$ cat src/rtl/pong_comm_pkg.sv
// Shared message classes, payload layouts and default link timing for the pong comm link.
package pong_comm_pkg;

    typedef enum logic [1:0] {
        BALL         = 2'd0,
        MISS         = 2'd1,
        NEW_GAME     = 2'd2,
        NEW_GAME_ACK = 2'd3
    } msg_class_t;

    typedef enum logic {
        ST_IDLE = 1'b0,
        ST_SEND = 1'b1
    } tx_state_t;

    localparam int BALL_Y_W = 9;
    localparam int VEL_W    = 4;
    localparam int SCORE_W  = 5;

    localparam int DEF_RETRY_CYCLES = 5_000_000;
    localparam int DEF_MAX_RETRIES  = 8;

    typedef struct packed {
        logic [BALL_Y_W-1:0] ball_y;
        logic [VEL_W-1:0]    vel_x;
        logic [VEL_W-1:0]    vel_y;
    } ball_pl_t;

    typedef struct packed {
        logic [SCORE_W-1:0] my_score;
        logic [SCORE_W-1:0] your_score;
        logic               you_should_serve;
    } miss_pl_t;

endpackage

$ cat src/rtl/ack_retry_timer.sv
// New-game acknowledge tracking: ack timeout timer, saturating retry counter, link status.
// retry_req is combinational in the expiry cycle; no backpressure.
module ack_retry_timer
    import pong_comm_pkg::*;
#(
    parameter int RETRY_CYCLES = DEF_RETRY_CYCLES,
    parameter int MAX_RETRIES  = DEF_MAX_RETRIES
) (
    input  logic CLOCK_50,
    input  logic reset,
    input  logic start,
    input  logic restart,
    input  logic ack_rx,
    output logic awaiting_ack,
    output logic game_linked,
    output logic link_failed,
    output logic retry_req
);

    localparam int TW = (RETRY_CYCLES > 1) ? $clog2(RETRY_CYCLES) : 1;
    localparam int CW = $clog2(MAX_RETRIES + 1);

    logic [TW-1:0] timer_q, timer_d;
    logic [CW-1:0] count_q, count_d;
    logic          awaiting_q, awaiting_d;
    logic          linked_q, linked_d;
    logic          failed_q, failed_d;
    logic          expire;

    assign expire = awaiting_q && (timer_q == TW'(RETRY_CYCLES - 1));

    always_comb begin
        timer_d    = timer_q;
        count_d    = count_q;
        awaiting_d = awaiting_q;
        linked_d   = linked_q;
        failed_d   = failed_q;
        retry_req  = 1'b0;

        if (awaiting_q) timer_d = timer_q + TW'(1);

        // An ack landing in the expiry cycle takes precedence over the retry.
        if (awaiting_q && ack_rx) begin
            awaiting_d = 1'b0;
            linked_d   = 1'b1;
            timer_d    = '0;
        end else if (expire) begin
            awaiting_d = 1'b0;
            timer_d    = '0;
            if (count_q != CW'(MAX_RETRIES)) count_d = count_q + CW'(1);
            if ((int'(count_q) + 1) < MAX_RETRIES) retry_req = 1'b1;
            else                                   failed_d  = 1'b1;
        end

        if (start) begin
            awaiting_d = 1'b1;
            timer_d    = '0;
        end

        if (restart) begin
            awaiting_d = 1'b0;
            linked_d   = 1'b0;
            failed_d   = 1'b0;
            count_d    = '0;
            timer_d    = '0;
        end
    end

    always_ff @(posedge CLOCK_50 or posedge reset) begin
        if (reset) begin
            timer_q    <= '0;
            count_q    <= '0;
            awaiting_q <= 1'b0;
            linked_q   <= 1'b0;
            failed_q   <= 1'b0;
        end else begin
            timer_q    <= timer_d;
            count_q    <= count_d;
            awaiting_q <= awaiting_d;
            linked_q   <= linked_d;
            failed_q   <= failed_d;
        end
    end

    assign awaiting_ack = awaiting_q;
    assign game_linked  = linked_q;
    assign link_failed  = failed_q;

endmodule

$ cat src/rtl/comm_tx_scheduler.sv
// Arbitrates game messages onto the serial sender, fixed priority ack > new_game > miss > ball.
// Grant-to-send_new_message latency 1 cycle; message held until message_sent, one idle cycle between messages.
module comm_tx_scheduler
    import pong_comm_pkg::*;
#(
    parameter int RETRY_CYCLES = DEF_RETRY_CYCLES,
    parameter int MAX_RETRIES  = DEF_MAX_RETRIES
) (
    input  logic                CLOCK_50,
    input  logic                reset,
    input  logic                ball_req,
    input  logic                miss_req,
    input  logic                new_game_req,
    input  logic                ack_req,
    input  logic [BALL_Y_W-1:0] ball_y_in,
    input  logic [VEL_W-1:0]    velocity_x_in,
    input  logic [VEL_W-1:0]    velocity_y_in,
    input  logic [SCORE_W-1:0]  my_score_in,
    input  logic [SCORE_W-1:0]  your_score_in,
    input  logic                you_should_serve_in,
    input  logic                you_serve_first_in,
    input  logic                new_game_ack_rx,
    output logic                send_new_message,
    input  logic                message_sent,
    output logic                ball_message_tx,
    output logic                miss_message_tx,
    output logic                new_game_message_tx,
    output logic                new_game_ack_message_tx,
    output logic [BALL_Y_W-1:0] ball_y_tx,
    output logic [VEL_W-1:0]    velocity_x_tx,
    output logic [VEL_W-1:0]    velocity_y_tx,
    output logic [SCORE_W-1:0]  my_score_tx,
    output logic [SCORE_W-1:0]  your_score_tx,
    output logic                you_should_serve_tx,
    output logic                you_serve_first_tx,
    output logic                game_linked,
    output logic                link_failed,
    output logic                tx_idle
);

    tx_state_t  state_q, state_d;
    msg_class_t cls_q, cls_d;
    logic [3:0] pend_q, pend_d;
    ball_pl_t   ball_pl_q, ball_pl_d, out_ball_q, out_ball_d;
    miss_pl_t   miss_pl_q, miss_pl_d, out_miss_q, out_miss_d;
    logic       ysf_q, ysf_d, out_ysf_q, out_ysf_d;

    logic       grant_vld;
    msg_class_t grant_cls;
    logic       data_ok;
    logic       ng_done;
    logic       awaiting_ack;
    logic       retry_req;

    // Game-data traffic only flows on an acknowledged link with no handshake in flight.
    assign data_ok = game_linked && !awaiting_ack;
    assign ng_done = (state_q == ST_SEND) && message_sent && (cls_q == NEW_GAME);

    always_comb begin
        grant_vld = 1'b0;
        grant_cls = BALL;
        if (pend_q[NEW_GAME_ACK]) begin
            grant_vld = 1'b1;
            grant_cls = NEW_GAME_ACK;
        end else if (pend_q[NEW_GAME]) begin
            grant_vld = 1'b1;
            grant_cls = NEW_GAME;
        end else if (pend_q[MISS] && data_ok) begin
            grant_vld = 1'b1;
            grant_cls = MISS;
        end else if (pend_q[BALL] && data_ok) begin
            grant_vld = 1'b1;
            grant_cls = BALL;
        end
    end

    always_comb begin
        pend_d     = pend_q;
        ball_pl_d  = ball_pl_q;
        miss_pl_d  = miss_pl_q;
        ysf_d      = ysf_q;
        state_d    = state_q;
        cls_d      = cls_q;
        out_ball_d = out_ball_q;
        out_miss_d = out_miss_q;
        out_ysf_d  = out_ysf_q;

        unique case (state_q)
            ST_IDLE: begin
                if (grant_vld) begin
                    state_d           = ST_SEND;
                    cls_d             = grant_cls;
                    pend_d[grant_cls] = 1'b0;
                    case (grant_cls)
                        BALL:     out_ball_d = ball_pl_q;
                        MISS:     out_miss_d = miss_pl_q;
                        NEW_GAME: out_ysf_d  = ysf_q;
                        default:  ;
                    endcase
                end
            end
            ST_SEND: begin
                if (message_sent) state_d = ST_IDLE;
            end
            default: state_d = ST_IDLE;
        endcase

        // Captures come after the grant clear so a same-cycle request stays pending.
        if (ball_req) begin
            pend_d[BALL] = 1'b1;
            ball_pl_d    = '{ball_y: ball_y_in, vel_x: velocity_x_in, vel_y: velocity_y_in};
        end
        if (miss_req) begin
            pend_d[MISS] = 1'b1;
            miss_pl_d    = '{my_score: my_score_in, your_score: your_score_in,
                             you_should_serve: you_should_serve_in};
        end
        if (ack_req) pend_d[NEW_GAME_ACK] = 1'b1;
        if (retry_req) pend_d[NEW_GAME] = 1'b1;
        if (new_game_req) begin
            pend_d[NEW_GAME] = 1'b1;
            ysf_d            = you_serve_first_in;
            pend_d[BALL]     = 1'b0;
            pend_d[MISS]     = 1'b0;
        end
    end

    always_ff @(posedge CLOCK_50 or posedge reset) begin
        if (reset) begin
            state_q    <= ST_IDLE;
            cls_q      <= BALL;
            pend_q     <= '0;
            ball_pl_q  <= '0;
            miss_pl_q  <= '0;
            ysf_q      <= 1'b0;
            out_ball_q <= '0;
            out_miss_q <= '0;
            out_ysf_q  <= 1'b0;
        end else begin
            state_q    <= state_d;
            cls_q      <= cls_d;
            pend_q     <= pend_d;
            ball_pl_q  <= ball_pl_d;
            miss_pl_q  <= miss_pl_d;
            ysf_q      <= ysf_d;
            out_ball_q <= out_ball_d;
            out_miss_q <= out_miss_d;
            out_ysf_q  <= out_ysf_d;
        end
    end

    ack_retry_timer #(
        .RETRY_CYCLES (RETRY_CYCLES),
        .MAX_RETRIES  (MAX_RETRIES)
    ) u_ack_retry_timer (
        .CLOCK_50     (CLOCK_50),
        .reset        (reset),
        .start        (ng_done),
        .restart      (new_game_req),
        .ack_rx       (new_game_ack_rx),
        .awaiting_ack (awaiting_ack),
        .game_linked  (game_linked),
        .link_failed  (link_failed),
        .retry_req    (retry_req)
    );

    assign send_new_message        = (state_q == ST_SEND);
    assign ball_message_tx         = send_new_message && (cls_q == BALL);
    assign miss_message_tx         = send_new_message && (cls_q == MISS);
    assign new_game_message_tx     = send_new_message && (cls_q == NEW_GAME);
    assign new_game_ack_message_tx = send_new_message && (cls_q == NEW_GAME_ACK);

    assign ball_y_tx           = out_ball_q.ball_y;
    assign velocity_x_tx       = out_ball_q.vel_x;
    assign velocity_y_tx       = out_ball_q.vel_y;
    assign my_score_tx         = out_miss_q.my_score;
    assign your_score_tx       = out_miss_q.your_score;
    assign you_should_serve_tx = out_miss_q.you_should_serve;
    assign you_serve_first_tx  = out_ysf_q;

    assign tx_idle = (state_q == ST_IDLE) && (pend_q == '0);

endmodule
$ cat config.mk
export PLATFORM = sky130hd
export DESIGN_NAME = comm_tx_scheduler
export DESIGN_NICKNAME = d
export VERILOG_FILES = /design/src/rtl/pong_comm_pkg.sv /design/src/rtl/ack_retry_timer.sv /design/src/rtl/comm_tx_scheduler.sv
export SDC_FILE = /design/constraint.sdc
export NUM_CORES = 1
export LEC_CHECK = 0
export ABC_AREA = 1
export CAP_MARGIN = 0
export CELL_PAD_IN_SITES_DETAIL_PLACEMENT = 1
export CELL_PAD_IN_SITES_GLOBAL_PLACEMENT = 1
export CORE_AREA = 2 2 110 112
export CTS_BUF_LIST = sky130_fd_sc_hd__clkbuf_16
export CTS_CLUSTER_DIAMETER = 80
export CTS_CLUSTER_SIZE = 30
export DETAILED_ROUTE_END_ITERATION = 10
export DIE_AREA = 0 0 112 114
export PLACE_DENSITY_LB_ADDON = 0.1
export SKIP_CTS_REPAIR_TIMING = 1
export SLEW_MARGIN = 20
export SYNTH_ARGS = -nofsm -noshare
export SYNTH_HDL_FRONTEND = slang
export SYNTH_HIERARCHICAL = 1
export SYNTH_SLANG_ARGS = --single-unit
export TNS_END_PERCENT = 30
$ cat constraint.sdc
create_clock -name CLOCK_50 -period 2.8 [get_ports CLOCK_50]
set_clock_uncertainty 0.1 [all_clocks]
set_input_delay 0.42 -clock CLOCK_50 [delete_from_list [all_inputs] [get_ports CLOCK_50]]
set_output_delay 0.42 -clock CLOCK_50 [all_outputs]
set_load 0.005 [all_outputs]
### After elaboration in Yosys (flattened, before gate mapping)

Index checks and enable logic that the tools add are counted.

| operators by class | value |
|---|---|
| $add $sub $neg | 3 |
| bitwise operators | 3 |
| multiplexer cells | 41 |
| order comparisons | 3 |
| reduce and logical (&&, ||, !) cells | 36 |
| equality and inequality tests | 13 |

Operators with widths:

| operator | count |
|---|---|
| $mux W23 | 5 |
| $lt A32 B5 Y1 const B | 1 |
| $mux W1 | 25 |
| $mux W4 | 6 |
| $add A23 B1 Y23 const B | 1 |
| $eq A23 B23 Y1 const B | 1 |
| $reduce_and A3 Y1 | 5 |
| $logic_and A1 B1 Y1 | 13 |
| $reduce_and A2 Y1 | 5 |
| $reduce_bool A3 Y1 | 3 |
| $reduce_bool A2 Y1 | 4 |
| $eq A2 B2 Y1 const B | 3 |
| $ne A2 B2 Y1 const B | 3 |
| $ne A3 B3 Y1 const B | 2 |
| $add A4 B1 Y5 const B | 1 |
| $reduce_bool A5 Y1 | 1 |
| $add A4 B1 Y4 const B | 1 |
| $and A4 B4 Y4 | 1 |
| $eq A2 B1 Y1 const B | 2 |
| $logic_not A2 Y1 | 2 |
| $logic_not A4 Y1 | 1 |
| $mux W2 | 2 |
| $ne A4 B4 Y1 const B | 1 |
| $not A4 Y4 | 1 |
| other kinds (9) | 9 |

| word-level totals | value |
|---|---|
| output and inout bits | 37 |
| flip-flop bits (word level) | 95 |

### Depth between registers and ports, before layout

Gate-level depths: netlist (run 1).

| logic depth | value |
|---|---|
| word-level depth | 16 |
| gate-level depth with buffers | 11 |
| mapped depth without buffers | 11 |

### Hierarchy

The synthesis (run 1) kept the hierarchy.

Modules (own cells, without submodules):

| module | times used | cells each | area an instance (um^2) |
|---|---|---|---|
| comm_tx_scheduler | 1 | 266 | 2633.8 |
| ack_retry_timer | 1 | 260 | 1884.3 |

### Worst setup path before layout (run 1)

Ideal clock, no wire load.

| timing | value |
|---|---|
| path kind | reg2reg |
| start point | reg state_q (netlist: send_new_message) |
| end point | reg u_ack_retry_timer.timer_q[15] |
| stages on the path, launching flop included | 11 |
| slack | 0.949 ns |
| clock period less this slack | 1.851 ns |
| path buffers | 1 |
| arrival | 1.633 ns |
| data required time | 2.581 ns |
| setup time | 0.119 ns |
| cell sequence | dfrtp_1 -> inv_2 -> nor3_1 -> and2_1 -> nor2_1 -> nand2_2 -> buf_4 -> nand4_1 -> nor2_1 -> xor2_1 -> nor2_2 |

| between the ends | value |
|---|---|
| longest elaborated chain between the ends | 4 |
| elaborated cells on any way between the ends | 5 |
| those cells by class | 2 x mux; 3 x reduce/logical |

RTL lines:

| element | line | text |
|---|---|---|
| start: declaration | comm_tx_scheduler.sv:41 | `tx_state_t state_q, state_d;` |
| start signal: assignment | comm_tx_scheduler.sv:140 | `state_q <= state_d;` |
| $logic_and A1 B1 Y1 (*) (2 in a row) | comm_tx_scheduler.sv:57 | `assign ng_done = (state_q == ST_SEND) && message_sent && (cls_q == NEW_GAME);` |
| net ng_done | comm_tx_scheduler.sv:51 | `logic ng_done;` |
| $mux W23 | ack_retry_timer.sv:55 | `if (start) begin` |
| $mux W23 | ack_retry_timer.sv:60 | `if (restart) begin` |
| end signal: assignment | ack_retry_timer.sv:77 | `timer_q <= timer_d;` |
| end: declaration | ack_retry_timer.sv:23 | `logic [TW-1:0] timer_q, timer_d;` |

The timed path passes the listed nets; every way through them passes the cells marked *.
A chain may end at the register's enable or synchronous reset.

### Worst setup path in the final report (run 1)

| timing | value |
|---|---|
| start point | reg state_q (netlist: send_new_message) |
| end point | out new_game_message_tx |

| between the ends | value |
|---|---|
| longest elaborated chain between the ends | 1 |

RTL lines:

| element | line | text |
|---|---|---|
| $logic_and A1 B1 Y1 | comm_tx_scheduler.sv:170 | `assign new_game_message_tx = send_new_message && (cls_q == NEW_GAME);` |
| end: declaration | comm_tx_scheduler.sv:27 | `output logic new_game_message_tx,` |

Every way passes these cells.

==> qor.yml, run 1 <==
power_and_ir_drop:
  power.leakage_nw: 2.58
  combPwrFrac_pct: 15.9
  seqPwrFrac_pct: 47.9
  clkPwrFrac_pct: 36.2
  peakVddDrop_uv: 283
  power_mw: 3.26
  p_int_mw: 2.38
  sw_frac_of_total_pct: 26.9
  p_switching_mw: 0.877
  powerDensity_mw_per_mm2: 577
drt:
  drt-initial-drc-count: 136
  avgRoutedWirePerCell_um: 14.5
  drtAntennaViolNets: 0
  via_count: 3587
  dr.pass1.iters: 4
  via_per_inst: 4.78
  drc: 0
  routed_wl_um: 10900
sta:
  fin_setup_tns_ps: 0
  slew_headroom_pct: 53.9
  fmax_mhz: 449
  period_share_pct: 79.6
  period_needed_ps: 2230
  slew_violations: 0
  finalHoldViolCount: 0
  worst_pin_slew_ps: 690
  rsz0062_at_grt: "false"
  fin_ws_ps: 570
  fin_hold_ws_ps: 248
  report.final.setup_viol: 0
synth:
  ys_seq_area_share_pct: 52.6
  synthesis.area_sq_mm: 0.00452
  synth.area.mux_share_pct: 0
  post_synth_xor_area_fraction_pct: 1.36
  synth_compound_area_share_pct: 10.8
  netlist_instances: 526
  avgSynthCellArea_sq_um: 8.59
  synth_top_family_by_area: "simple AND/OR/NAND/NOR gates"
  yosysWarnings: 6
  synth_enable_flop_cells: 0
  synth_fp_nets: 566
  ys_async_sr_fraction_pct: 100
  synth_fa_ha_area_share_pct: 0.831
  ys_types: 37
  synth_ff_type: "dfrtp_1"
  synth_simple_gate_area_share_pct: 25.6
  ys_seq_elements: 95
clocking:
  numCtsBuffers: 9
  clock-sinks: 95
  clk_pin_slew_ps: 60
  cts_max_level: 3
  cts_buffer_depth: 2
  cts_tree: "built"
  cts-root-buf: "clkbuf_16"
  worstSkewPairLatency_ps: 340
floorplan:
  ios: 74
  die_area_sq_mm: 0.0128
  start_util_pct: 38.6
  die_w_um: 112
  rows: 40
  die_h_um: 114
  core_sq_mm: 0.0117
global_route:
  grt_usage_pct: 18.4
  use_met1_pct: 22.7
  grt_pass1_vias: 3912
  grt.met3_usage_pct: 3.67
  grt_first_pass_wirelength_um: 18800
  grt_start_max_net_pins: 58
  grt.busiest_layer: "met2"
  grt_antenna_before_repair: 0
  met2_usage_pct: 31.7
  overflow: 0
layout:
  fin_nets: 641
  drive_above_1_share_pct: 11.6
  n_antenna_cell: 0
  fin_area_sq_mm: 0.00564
  fillers: 1397
  syn2layout_area_growth_pct: 24.9
critical_path:
  cp_data_arrival_time_ps: 1710
  end_kind: "output pin"
  crit_required_ps: 2280
  crit_fanout: 9
  cp-start-kind: "flip-flop"
  path_class: "reg2out"
job:
  cap_violations: 0
placed_design:
  placed_area_sq_mm: 0.00537
  detailed_place_hpwl_um: 7840
  gp_congestion: 0.802
  portBuffers: 73
  pre_cts_ws_ps: 505
worst_hold_path:
  hp-class: "in2async"
run_status:
  status: "completed"
==> placed cells by master, fill, tap and decap left out, drive strengths merged <==
master,count
nand2,133
inv,78
bufinv,1
nor4,2
o21ai,66
ha,3
clkbuf,9
nand3b,1
and3,1
nand4,13
o21bai,3
clkdlybuf4s50,73
a21oi,8
nor3,15
xor2,6
clkinv,1
xnor2,1
nand3,22
nor3b,1
buf,4
nor2,61
clkinvlp,2
dfrtp,95
and2,1
or2,3
==> registers in the layout, indices dropped and copies added (netlist names), 2 cells and up <==
| register | count |
|---|---|
| cls_q | 2 |
| miss_pl_q | 11 |
| my_score_tx | 5 |
| your_score_tx | 5 |
| pend_q | 4 |
| ball_pl_q | 17 |
| u_ack_retry_timer/count_q | 4 |
| velocity_y_tx | 4 |
| u_ack_retry_timer/timer_q | 23 |
| ball_y_tx | 9 |
| velocity_x_tx | 4 |
==> cell families (layout without fill, tap and decap cells) <==
family | Yosys count | in the layout
AND/OR/NAND/NOR | 253 | 253
flip-flops | 95 | 95
buffers and inverters | 91 | 168
AO/OA/AOI/OAI | 77 | 77
XOR/XNOR | 7 | 7
adder cells (fa/ha/maj) | 3 | 3
==> synthesized netlist by cell type (2+ instances only) <==
library cell,number,area (sq um)
inv_1,77,289
a21oi_1,7,35.0
clkbuf_1,5,18.8
nand3_2,2,20.0
xor2_1,6,52.6
o21bai_1,2,15.0
ha_1,3,37.5
nand2_1,128,480
or2_2,2,12.5
nor2_4,2,22.5
nor2_2,14,87.6
nor3_1,13,65.1
nand3_1,19,95.1
o21ai_2,21,184
nor2_1,45,169
buf_6,5,56.3
dfrtp_1,95,2380
nor4_1,2,12.5
nand4_1,13,81.3
o21ai_0,38,190
o21ai_1,7,35.0
nand2_2,5,31.3
==> path summary, 6_finish.rpt <==
| check | startpoint | endpoint | slack [ps] | depth (start not counted) |
|---|---|---|---|---|
| max in group asynchronous | reset | ball_y_tx[3] | 1780 | 3 |
| min reg2reg | your_score_tx[3] | your_score_tx[3] | 380 | 2 |
| min | reset | miss_pl_q[7] | 250 | 2 |
| max reg2reg | send_new_message | u_ack_retry_timer/timer_q[16] | 590 | 9 |
| max | send_new_message | new_game_message_tx | 570 | 3 |
| min in group CLOCK_50 | your_score_tx[3] | your_score_tx[3] | 380 | 2 |
==> critical path: stages (launching register included) <==
cell,delay (ps)
dfrtp_1,500
inv_2,130
nor3_1,190
clkdlybuf4s50_1,550
==> power groups by stage <==
stage / sequential, mW / combinational, mW / clock (mW)
6_report: 1.56 / 0.517 / 1.18
5_1_grt: 1.57 / 0.592 / 1.26
4_1_cts: 1.56 / 0.534 / 1.23
3_5_place_dp: 1.59 / 0.530 / 0
3_3_place_gp: 1.58 / 0.514 / 0
2_1_floorplan: 1.56 / 0.305 / 0
==> per-layer routing <==
metal / vias to the layer above / routed length, um
li1: 1800 / -
met1: 1736 / 4770
met4: 0 / 205
met5: - / 0
met2: 39 / 5550
met3: 12 / 326
==> area by class of cell <==
cell class / instances / area, sq um / share of cell area [%]
clock buffer: 9 / 225 / 3.99
sequential: 95 / 2380 / 42.1
inverter: 78 / 293 / 5.19
tap: 147 / 184 / 3.26
timing repair buffer: 77 / 773 / 13.7
multi-input combinational: 340 / 1740 / 30.8
clock inverter: 4 / 50.0 / 0.887
==> stage by stage <==
stage / cells / util (%)
after floorplan: 526 / -
after global placement: 737 / 45.8
after detailed placement: 737 / 45.8
after CTS: 750 / 48.2
after global routing: 750 / 48.2
final: 750 / 48.2
Note: power is estimated with default switching activity, not from simulation.
==> inputs of run 2 (changes only) <==
clock period = 2.1 ns   (was 2.8 ns; I/O delays follow)
==> run 2 against run 1 <==
Critical path depth is 1 higher. Combinational power is 49% higher. Worst hold slack worse by 58 ps. Global-route usage is 0.63 points higher. Sequential share of layout area is 0.85 points lower. Sequential cell count stayed put. Non-clock buffer count is 11 higher. Via count is 2.3% higher. Die area stayed put. Count of clock-buffer cells in the layout stayed put. Highest routed layer unchanged.
==> qor.yml, run 2 (synthesis results as in run 1) <==
run_status:
  status: "completed"
critical_path:
  path_buf_inv: 3
  reg2reg_slack_ps: 170
  crit_required_ps: 1680
  end_kind: "output pin"
  cp-start-kind: "flip-flop"
  path_class: "reg2out"
  cp_data_arrival_time_ps: 1580
  cpPeakStageDelay_ps: 530
  crit_family: "buffers and inverters"
  crit_path_cell_trace: "inv_2 > buf_4 > nor3_1 > clkdlybuf4s50_1"
  critical_path.slowest_cell: "clkdlybuf4s50_1"
  crit_fanout: 8
sta:
  slew_headroom_pct: 59.1
  rsz0062_at_grt: "true"
  fin_setup_tns_ps: 0
  report.final.setup_viol: 0
  finalHoldViolCount: 0
  worst_pin_slew_ps: 611
  period_share_pct: 95.1
  fmax_mhz: 501
  slew_violations: 0
  period_needed_ps: 2000
drt:
  avgRoutedWirePerCell_um: 14.6
  via_count: 3668
  routed_wl_um: 11100
  drt-initial-drc-count: 150
  via_per_inst: 4.80
  dr.max_layer_used: "met4"
  wl_met3_um: 398
  dr.pass1.iters: 4
  drtAntennaViolNets: 0
  wl_met1_um: 4590
  drc: 0
  met2_length_um: 5900
layout:
  fin_nets: 652
  final_common_cell: "nand2_1"
  syn2layout_area_growth_pct: 27.5
  fillers: 1412
  reg_top3: "u_ack_retry_timer/timer_q x23, ball_pl_q x17, miss_pl_q x11"
  drive_above_1_share_pct: 13.8
  largest_register_ffs: 23
  n_antenna_cell: 0
  instances_no_fill: 764
  max_flop_register: "u_ack_retry_timer/timer_q"
  final_cell_mix: "nand2_1 (128), dfrtp_1 (95), inv_1 (78)"
power_and_ir_drop:
  clkPwrFrac_pct: 36.5
  peakVddDrop_uv: 418
  power.leakage_nw: 2.67
  combPwrFrac_pct: 17.3
  p_int_mw: 3.24
  p_switching_mw: 1.23
  seqPwrFrac_pct: 46.3
  sw_frac_of_total_pct: 27.5
  powerDensity_mw_per_mm2: 775
clocking:
  cts_buffer_depth: 2
  clk_pin_slew_ps: 70
  cts_tree: "built"
  worstSkewPairLatency_ps: 350
  cts-root-buf: "clkbuf_16"
  cts_max_level: 3
  clock-sinks: 95
  numCtsBuffers: 9
global_route:
  grt_first_pass_wirelength_um: 19200
  grt_start_max_net_pins: 37
  grt_antenna_before_repair: 0
  grt_pass1_vias: 3978
  overflow: 0
  grt_usage_pct: 19.0
placed_design:
  gp_congestion: 0.813
  dp_cells: 745
  portBuffers: 73
  detailed_place_hpwl_um: 8130
floorplan:
  start_util_pct: 38.6
  die_h_um: 114
  die_w_um: 112
  core_sq_mm: 0.0117
  die_area_sq_mm: 0.0128
  rows: 40
  ios: 74
job:
  cap_violations: 0
worst_hold_path:
  hp-class: "in2async"
run 2: cell count changes in the layout (fill, tap and decap cells not counted), sizes merged:
cell	previous run	this run
clkdlybuf4s50	73	72
dlymetal6s2s	0	1
clkinv	1	2
inv	78	80
buf	4	15
run 2: cell type report:
type | count | area [sq um] | area share (%)
sequential | 95 | 2380 | 41.3
multi-input combinational | 340 | 1760 | 30.5
timing repair buffer | 88 | 858 | 14.9
inverter | 78 | 293 | 5.08
clock buffer | 9 | 225 | 3.91
tap | 147 | 184 | 3.19
clock inverter | 7 | 66.3 | 1.15
run 2: power groups by stage:
| stage | registers [mW] | logic, mW | clock network (mW) |
|---|---|---|---|
| 2_1_floorplan | 2.08 | 0.406 | 0 |
| 3_3_place_gp | 2.09 | 0.738 | 0 |
| 3_5_place_dp | 2.10 | 0.757 | 0 |
| 4_1_cts | 2.07 | 0.763 | 1.69 |
| 5_1_grt | 2.09 | 0.872 | 1.74 |
| 6_report | 2.06 | 0.771 | 1.63 |
run 2: worst paths after layout:
check	cells after the start	start	to
setup / recovery	4	send_new_message	ball_message_tx
hold / removal	2	reset	miss_pl_q[7]
setup reg to reg	10	cls_q[1]	u_ack_retry_timer/timer_q[20]
hold reg to reg	2	my_score_tx[1]	my_score_tx[1]
max in group asynchronous	3	reset	ball_pl_q[14]
min in group CLOCK_50	2	my_score_tx[1]	my_score_tx[1]
run 2: through the flow:
stage / total power [mW] / worst slack (ps) / hold WS, ps / utilization [%] / area, sq um
final: 4.46 / 103 / 190 / 49.2 / 5760
after global routing: 4.70 / -39.8 / 237 / 49.2 / 5760
after CTS: 4.52 / -63.1 / 192 / 48.8 / 5720
after detailed placement: 2.86 / -71.3 / 372 / 46.3 / 5430
after global placement: 2.83 / 3.73 / 365 / 46.3 / 5430
after floorplan: 2.49 / 58.5 / 278 / - / 4520
run 2: per-layer routing:
metal,vias to the layer above,GRT usage (%)
met3,15,3.93
met4,0,8.46
met5,-,0
li1,1828,-
met1,1778,21.7
met2,47,34.5
==> inputs of run 3 (changes only) <==
--- a/config.mk
+++ b/config.mk
@@ -13,5 +13,4 @@
 export CTS_BUF_LIST = sky130_fd_sc_hd__clkbuf_16
 export CTS_CLUSTER_DIAMETER = 80
-export CTS_CLUSTER_SIZE = 30
 export DETAILED_ROUTE_END_ITERATION = 10
 export DIE_AREA = 0 0 112 114
--- a/constraint.sdc
+++ b/constraint.sdc
@@ -3,3 +3,3 @@
 set_input_delay 0.315 -clock CLOCK_50 [delete_from_list [all_inputs] [get_ports CLOCK_50]]
 set_output_delay 0.315 -clock CLOCK_50 [all_outputs]
-set_load 0.005 [all_outputs]
+set_load 0.02 [all_outputs]
==> run 3 against run 2 <==
Worst hold slack improved by 86 ps. Combinational power rose by 8.7%. Sequential cell count did not move. Fmax rose by 2.6%. Utilization barely moved. Die area did not move. Via count fell by 0.71%. Global-route usage fell by 0.31 points. Critical path depth rose by 4. Worst setup slack improved by 51 ps. Count of clock-buffer cells in the layout did not move. Critical path type is now reg2reg. Largest power group unchanged.
==> qor.yml, run 3 (synthesis results as in run 1) <==
run_status:
  status: "completed"
placed_design:
  gp_congestion: 0.874
  portBuffers: 73
  detailed_place_hpwl_um: 8050
  dp_cells: 744
  pre_cts_ws_ps: -48.1
clocking:
  worstSkewPairLatency_ps: 340
  numCtsBuffers: 9
  clk_pin_slew_ps: 70
  cts_max_level: 3
  cts_tree: "built"
  cts_buffer_depth: 2
  cts-root-buf: "clkbuf_16"
  clock-sinks: 95
sta:
  period_needed_ps: 1950
  slew_headroom_pct: 61.0
  fin_setup_tns_ps: 0
  slew_violations: 0
  finalHoldViolCount: 0
  worst_pin_slew_ps: 584
  rsz0062_at_grt: "true"
  report.final.setup_viol: 0
  period_share_pct: 92.7
  fin_ws_ps: 154
  fmax_mhz: 514
drt:
  wl_met3_um: 425
  drt-initial-drc-count: 139
  wl_met1_um: 4660
  drtAntennaViolNets: 0
  avgRoutedWirePerCell_um: 14.4
  routed_wl_um: 11000
  dr.pass1.iters: 4
  via_count: 3642
  dr.max_layer_used: "met4"
  via_per_inst: 4.79
  drc: 0
  met2_length_um: 5740
floorplan:
  core_sq_mm: 0.0117
  ios: 74
  rows: 40
  start_util_pct: 38.6
  die_area_sq_mm: 0.0128
  die_h_um: 114
  die_w_um: 112
layout:
  largest_register_ffs: 23
  instances_no_fill: 760
  syn2layout_area_growth_pct: 27.6
  drive_above_1_share_pct: 13.1
  n_antenna_cell: 0
  fillers: 1411
  regArea_sq_mm: 0.00238
  multi_input_area_sq_mm: 0.00176
  reg_top3: "u_ack_retry_timer/timer_q x23, ball_pl_q x17, miss_pl_q x11"
  final_common_cell: "nand2_1"
  final_cell_mix: "nand2_1 (128), dfrtp_1 (95), inv_1 (76)"
  max_flop_register: "u_ack_retry_timer/timer_q"
  final_util_pct: 49.2
  fin_nets: 648
critical_path:
  reg2reg_slack_ps: 150
  critical_path.slowest_cell: "dfrtp_1"
  path_class: "reg2reg"
  regToRegEndpoint: "u_ack_retry_timer/timer_q[1]"
  cp-start-kind: "flip-flop"
  crit_fanout: 17
  crit_path_cell_trace: "inv_1 > nor3_4 > and2_1 > nor2_1 > buf_4 > nand2_1 > o21bai_4 > o21ai_0"
  r2r_cells: 8
  crit_required_ps: 2260
  reg2reg_from: "cls_q[1]"
  end_kind: "flip-flop"
  crit_family: "compound AO/OA/AOI/OAI gates"
  path_buf_inv: 2
  cpPeakStageDelay_ps: 420
  cp_data_arrival_time_ps: 2110
power_and_ir_drop:
  power.leakage_nw: 2.73
  clkPwrFrac_pct: 37.2
  peakVddDrop_uv: 388
  combPwrFrac_pct: 18.1
  power_mw: 4.63
  p_switching_mw: 1.29
  seqPwrFrac_pct: 44.7
  p_int_mw: 3.34
  powerDensity_mw_per_mm2: 804
  sw_frac_of_total_pct: 27.8
global_route:
  grt_start_max_net_pins: 66
  grt_usage_pct: 18.7
  overflow: 0
  grt_pass1_vias: 4005
  grt_first_pass_wirelength_um: 18900
  grt_antenna_before_repair: 0
worst_hold_path:
  hp-class: "in2async"
job:
  cap_violations: 0
-- run 3: cell count changes in the layout (fill, tap and decap cells not counted), moves of 2 or more --
cell / before / now
inv_1: 78 / 76
clkinvlp_4: 2 / 0
clkdlybuf4s50_1: 72 / 68
dlymetal6s2s_1: 1 / 5
clkinv_1: 0 / 2
buf_4: 14 / 10
-- run 3: worst min-delay path: stages --
cell and delay (ps):
clkdlybuf4s50_1 430, inv_2 80, buf_12 290
-- run 3: metrics by stage --
step           area [sq um]  hold slack [ps]
2_1_floorplan          4530              278
3_3_place_gp           5430              364
3_5_place_dp           5430              373
4_1_cts                5740              297
5_1_grt                5760              328
6_report               5760              276
-- run 3: final cells by class --
cell class,count,share of cell area [%]
Sequential cell,95,41.3
Inverter,78,5.08
Timing Repair Buffer,84,14.5
Tap cell,147,3.19
Clock buffer,9,3.91
Multi-Input combinational cell,340,30.5
Clock inverter,7,1.50
-- run 3: worst max-delay path by stage --
stage	start	depth (start not counted)	to
after floorplan	reset	1	ball_pl_q[0]
after global placement	message_sent	9	u_ack_retry_timer/timer_q[22]
after detailed placement	message_sent	9	u_ack_retry_timer/timer_q[22]
after CTS	pend_q[3]	4	tx_idle
after global routing	cls_q[1]	9	u_ack_retry_timer/timer_q[12]
final	cls_q[1]	8	u_ack_retry_timer/timer_q[1]
-- run 3: routing by layer --
metal | vias up | GRT usage (%)
li1 | 1828 | -
met1 | 1749 | 21.2
met2 | 53 | 34.0
met3 | 12 | 5.21
met4 | 0 | 6.50
met5 | - | 0
-- run 3: power groups by stage --
stage / Combinational (mW) / Clock (mW) / Sequential, mW
5_1_grt: 0.938 / 1.85 / 2.09
4_1_cts: 0.862 / 1.78 / 2.08
2_1_floorplan: 0.461 / 0 / 2.12
3_5_place_dp: 0.858 / 0 / 2.11
6_report: 0.838 / 1.72 / 2.07
3_3_place_gp: 0.830 / 0 / 2.10
==> RTL change 1 (flow settings as in run 3) <==
Register the output `link_failed`, without a reset; this adds one clock of latency there. The other outputs are not delayed to match.
--- a/src/rtl/comm_tx_scheduler.sv
+++ b/src/rtl/comm_tx_scheduler.sv
@@ -38,4 +38,6 @@
     output logic                tx_idle
 );
+
+    logic link_failed_d;
 
     tx_state_t  state_q, state_d;
@@ -161,5 +163,5 @@
         .awaiting_ack (awaiting_ack),
         .game_linked  (game_linked),
-        .link_failed  (link_failed),
+        .link_failed  (link_failed_d),
         .retry_req    (retry_req)
     );
@@ -181,3 +183,7 @@
     assign tx_idle = (state_q == ST_IDLE) && (pend_q == '0);
 
+    always_ff @(posedge CLOCK_50) begin
+        link_failed <= link_failed_d;
+    end
+
 endmodule
Behaviour: no difference found for any inputs over 10 cycles, from zero or initial values and one cycle with reset high; that may be too few to reach the edited logic, so the function may still have changed.
==> RTL change 1 against run 3 <==
Synthesized area up 0.44%. Sequential cell count rose by 1. Routed wire length is 0.71% higher. Clock power down 8%. Hold slack worse by 0.062 ns. Power is 2.4% lower. Cell count is 0.13% higher. Sequential share of layout area up 0.32 points. Die area is the same. Setup slack worse by 0.042 ns. First-iteration DRC count is 3.6% higher. Design area barely moved. Global-route usage hardly changed. Largest cell class unchanged. Highest routed layer unchanged.
==> RTL change 1: results <==
metrics = {
    "outcome": {
        "status": "finished, final reports clean",
    },
    "power_and_ir_drop": {
        "internal_power_w": 0.00324,
        "vdd_drop_max_mv": 0.448,
        "comb_power_share": 0.189,
        "leakagePower_nw": 2.72,
    },
    "worst_setup_path": {
        "crit_start": "send_new_message",
        "reg2reg_depth": 9,
        "critPathArrivalTime_ns": 1.57,
        "crit_family": "buffers and inverters",
        "worstPathMaxFanout": 3,
        "crit_slowest_cell": "clkdlybuf4s50_1",
        "r2r_slack_ns": 0.18,
        "worst_r2r_endpoint": "u_ack_retry_timer/timer_q[13]",
        "cpPeakStageDelay_ns": 0.66,
        "critPathCapture": "send_new_message",
    },
    "yosys": {
        "synth_nets": 567,
        "synth.distinct_cells": 38,
        "ys_seq_area_frac": 0.528,
        "async_reset_ff_frac": 0.990,
        "synth_edf_count": 0,
        "synth_area_leaders": "dfrtp_1 (52%), nand2_1 (11%), inv_1 (6.4%), o21ai_0 (4.2%), o21ai_2 (4.1%)",
        "syn_avg_cell_area_sq_um": 8.61,
    },
    "clocking": {
        "path_clk_slew_ns": 0.07,
        "ctsHtreeMaxLevel": 3,
        "cts_max_path_buffers": 2,
    },
    "layout": {
        "final_layout_size_suffix_gt1_frac": 0.125,
        "top_regs": "u_ack_retry_timer/timer_q (23), ball_pl_q (17), miss_pl_q (11)",
        "fin_nets": 650,
        "nFillCells": 1398,
    },
    "global_route": {
        "grtUsageMet3": 0.0399,
        "grt_pass1_wl_mm": 18.9,
        "grt_pass1_vias": 3986,
        "grtUsageMet1": 0.220,
        "grt_usage": 0.187,
        "grt_max_degree": 41,
        "met2_usage": 0.334,
    },
    "route": {
        "drt_pre_antenna_iters": 4,
        "wl_met2_mm": 5.66,
        "wl_per_cell_um": 14.5,
        "vias": 3679,
        "vias_per_cell": 4.83,
        "drtIter0Drc": 144,
        "dr_wl_met3_um": 400,
        "drt-met1-wl_mm": 4.79,
    },
    "place": {
        "dp_cells": 746,
        "io_buffers": 73,
        "dp_hpwl_mm": 8.12,
        "globalplace.congestion": 0.834,
    },
    "timing": {
        "fin_hold_ws_ns": 0.214,
        "tightest_slew_ns": 0.480,
    },
}
-- RTL change 1: logic make-up (layout without fill, tap and decap cells) --
kind of cell	Yosys count	after routing	synth area share
compound gates	77	77	0.107
fa+ha+maj	3	3	0.00827
simple gates	253	253	0.254
flops	96	96	0.528
buf+inv	91	178	0.0882
xor+xnor	7	7	0.0135
-- RTL change 1: final cells by class --
class                           instances  area (sq um)  share of cell area
Sequential cell                        96          2400               0.416
Multi-Input combinational cell        340          1760               0.305
Timing Repair Buffer                   85           858               0.149
Inverter                               78           293              0.0508
Clock buffer                            9           225              0.0391
Tap cell                              147           184              0.0319
Clock inverter                          6          52.6             0.00911
-- RTL change 1: through the flow --
stage                     total power (W)  area [sq um]  setup slack (ns)  setup TNS [ns]
after global placement            0.00298          5470            0.0407               0
final                             0.00453          5770             0.112               0
after detailed placement          0.00300          5470           -0.0154         -0.0192
after global routing              0.00477          5770            0.0336               0
after floorplan                   0.00261          4550            0.0585               0
after CTS                         0.00461          5750            -0.169          -0.226
==> RTL change 2 (flow settings as in run 3) <==
Without the edit above. `DEF_RETRY_CYCLES`: 5_000_000 -> 1_250_000.
--- a/src/rtl/pong_comm_pkg.sv
+++ b/src/rtl/pong_comm_pkg.sv
@@ -18,5 +18,5 @@
     localparam int SCORE_W  = 5;
 
-    localparam int DEF_RETRY_CYCLES = 5_000_000;
+    localparam int DEF_RETRY_CYCLES = 1_250_000;
     localparam int DEF_MAX_RETRIES  = 8;
 
Behaviour: same outputs for any inputs over 10 cycles, from zero or initial values and one cycle with reset high; that may be too few to reach the edited logic, so the function may still have changed.
==> RTL change 2 against run 3 <==
Critical path type unchanged. Power decreased by 9.2%. Sequential share of layout area increased by 1.0 points. Synthesized cell count decreased by 8.6%. Count of clock-buffer cells in the layout unchanged. Synthesized area decreased by 4.3%. Sequential cell count decreased by 2. Design area decreased by 4.5%. Maximum frequency increased by 2.0%. Combinational power decreased by 14%. Setup slack improved by 0.038 ns. Non-clock buffer count decreased by 2. Routed wire length decreased by 8.6%. First-iteration DRC count decreased by 14%.
==> RTL change 2: results <==
metrics = {
    "outcome": {
        "status": "finished, final reports clean",
    },
    "timing": {
        "fin_hold_ws_ns": 0.270,
        "tightest_slew_ns": 0.473,
        "slew_violations": 0,
        "max_freq_ghz": 0.524,
    },
    "clocking": {
        "path_clk_slew_ns": 0.07,
        "clkLatencyLatePin_ns": 0.34,
        "cts_max_path_buffers": 2,
        "numCtsBuffers": 9,
        "ctsHtreeMaxLevel": 3,
        "root_buffer": "clkbuf_16",
    },
    "yosys": {
        "ys.flop_type": "dfrtp_1",
        "synth_nets": 521,
        "async_reset_ff_frac": 1.00,
        "synth.distinct_cells": 33,
        "synth_area_leaders": "dfrtp_1 (54%), nand2_1 (9.4%), inv_1 (5.6%), o21ai_0 (4.9%), o21ai_2 (4.3%)",
        "ys_seq_area_frac": 0.539,
        "synthTopCellsByCount": "nand2_1 (108), dfrtp_1 (93), inv_1 (64)",
        "syn_avg_cell_area_sq_um": 8.98,
    },
    "global_route": {
        "grt_usage": 0.169,
        "met2_usage": 0.273,
        "grt_pass1_wl_mm": 17.2,
        "grtUsageMet1": 0.219,
        "grt_max_degree": 44,
        "antenna_found_initial": 0,
        "grtUsageMet3": 0.0473,
        "grt_pass1_vias": 3505,
    },
    "worst_setup_path": {
        "worstPathMaxFanout": 9,
        "crit_family": "simple AND/OR/NAND/NOR gates",
        "critPathArrivalTime_ns": 2.03,
        "crit_slowest_cell": "dfrtp_2",
        "worstSetupStartpointType": "flip-flop",
        "crit_start": "send_new_message",
        "cpPeakStageDelay_ns": 0.45,
        "reg2reg_depth": 9,
        "cp-end-kind": "flip-flop",
        "r2r_slack_ns": 0.19,
        "worst_r2r_endpoint": "u_ack_retry_timer/timer_q[9]",
    },
    "layout": {
        "fin_nets": 601,
        "top_regs": "u_ack_retry_timer/timer_q (21), ball_pl_q (17), miss_pl_q (11)",
        "final_layout_size_suffix_gt1_frac": 0.145,
        "antennaDiodeCount": 0,
        "instances_no_fill": 713,
    },
    "route": {
        "wl_met2_mm": 4.87,
        "wl_mm": 10.0,
        "drt-met1-wl_mm": 4.53,
        "drt_pre_antenna_iters": 5,
        "dr_wl_met3_um": 506,
        "drtIter0Drc": 119,
        "vias_per_cell": 4.78,
    },
    "place": {
        "dp_cells": 697,
        "globalplace.congestion": 0.838,
        "pre_cts_ws_ns": 0.0751,
        "io_buffers": 73,
        "dpl_cell_area_sq_mm": 0.00522,
        "dp_hpwl_mm": 7.20,
    },
    "hold_path": {
        "hold_path.class": "input pin to asynchronous set/reset pin",
    },
    "power_and_ir_drop": {
        "vdd_drop_max_mv": 0.327,
        "leakagePower_nw": 2.54,
    },
}
-- RTL change 2: layout make-up --
cell class / count / area (sq um)
Tap cell: 147 / 184
Clock inverter: 7 / 43.8
Clock buffer: 9 / 225
Timing Repair Buffer: 82 / 823
Sequential cell: 93 / 2330
Inverter: 68 / 255
Multi-Input combinational cell: 307 / 1650
Fill cell: 1400 / 6210
-- RTL change 2: report_power, final --
group,switching (W),total (W),internal [W]
registers,0.0000846,0.00200,0.00192
logic,0.000439,0.000720,0.000281
clock network,0.000691,0.00149,0.000798
-- RTL change 2: logic make-up (layout without fill, tap and decap cells) --
logic type | Yosys count | after routing | share of synthesized area
xor gates and xnor gates | 9 | 9 | 0.0182
DFF | 93 | 93 | 0.539
AOI/OAI and AO/OA | 84 | 84 | 0.118
buffers and inverters | 81 | 166 | 0.0819
adders and majority gates | 3 | 3 | 0.00869
and+or+nand+nor | 211 | 211 | 0.235
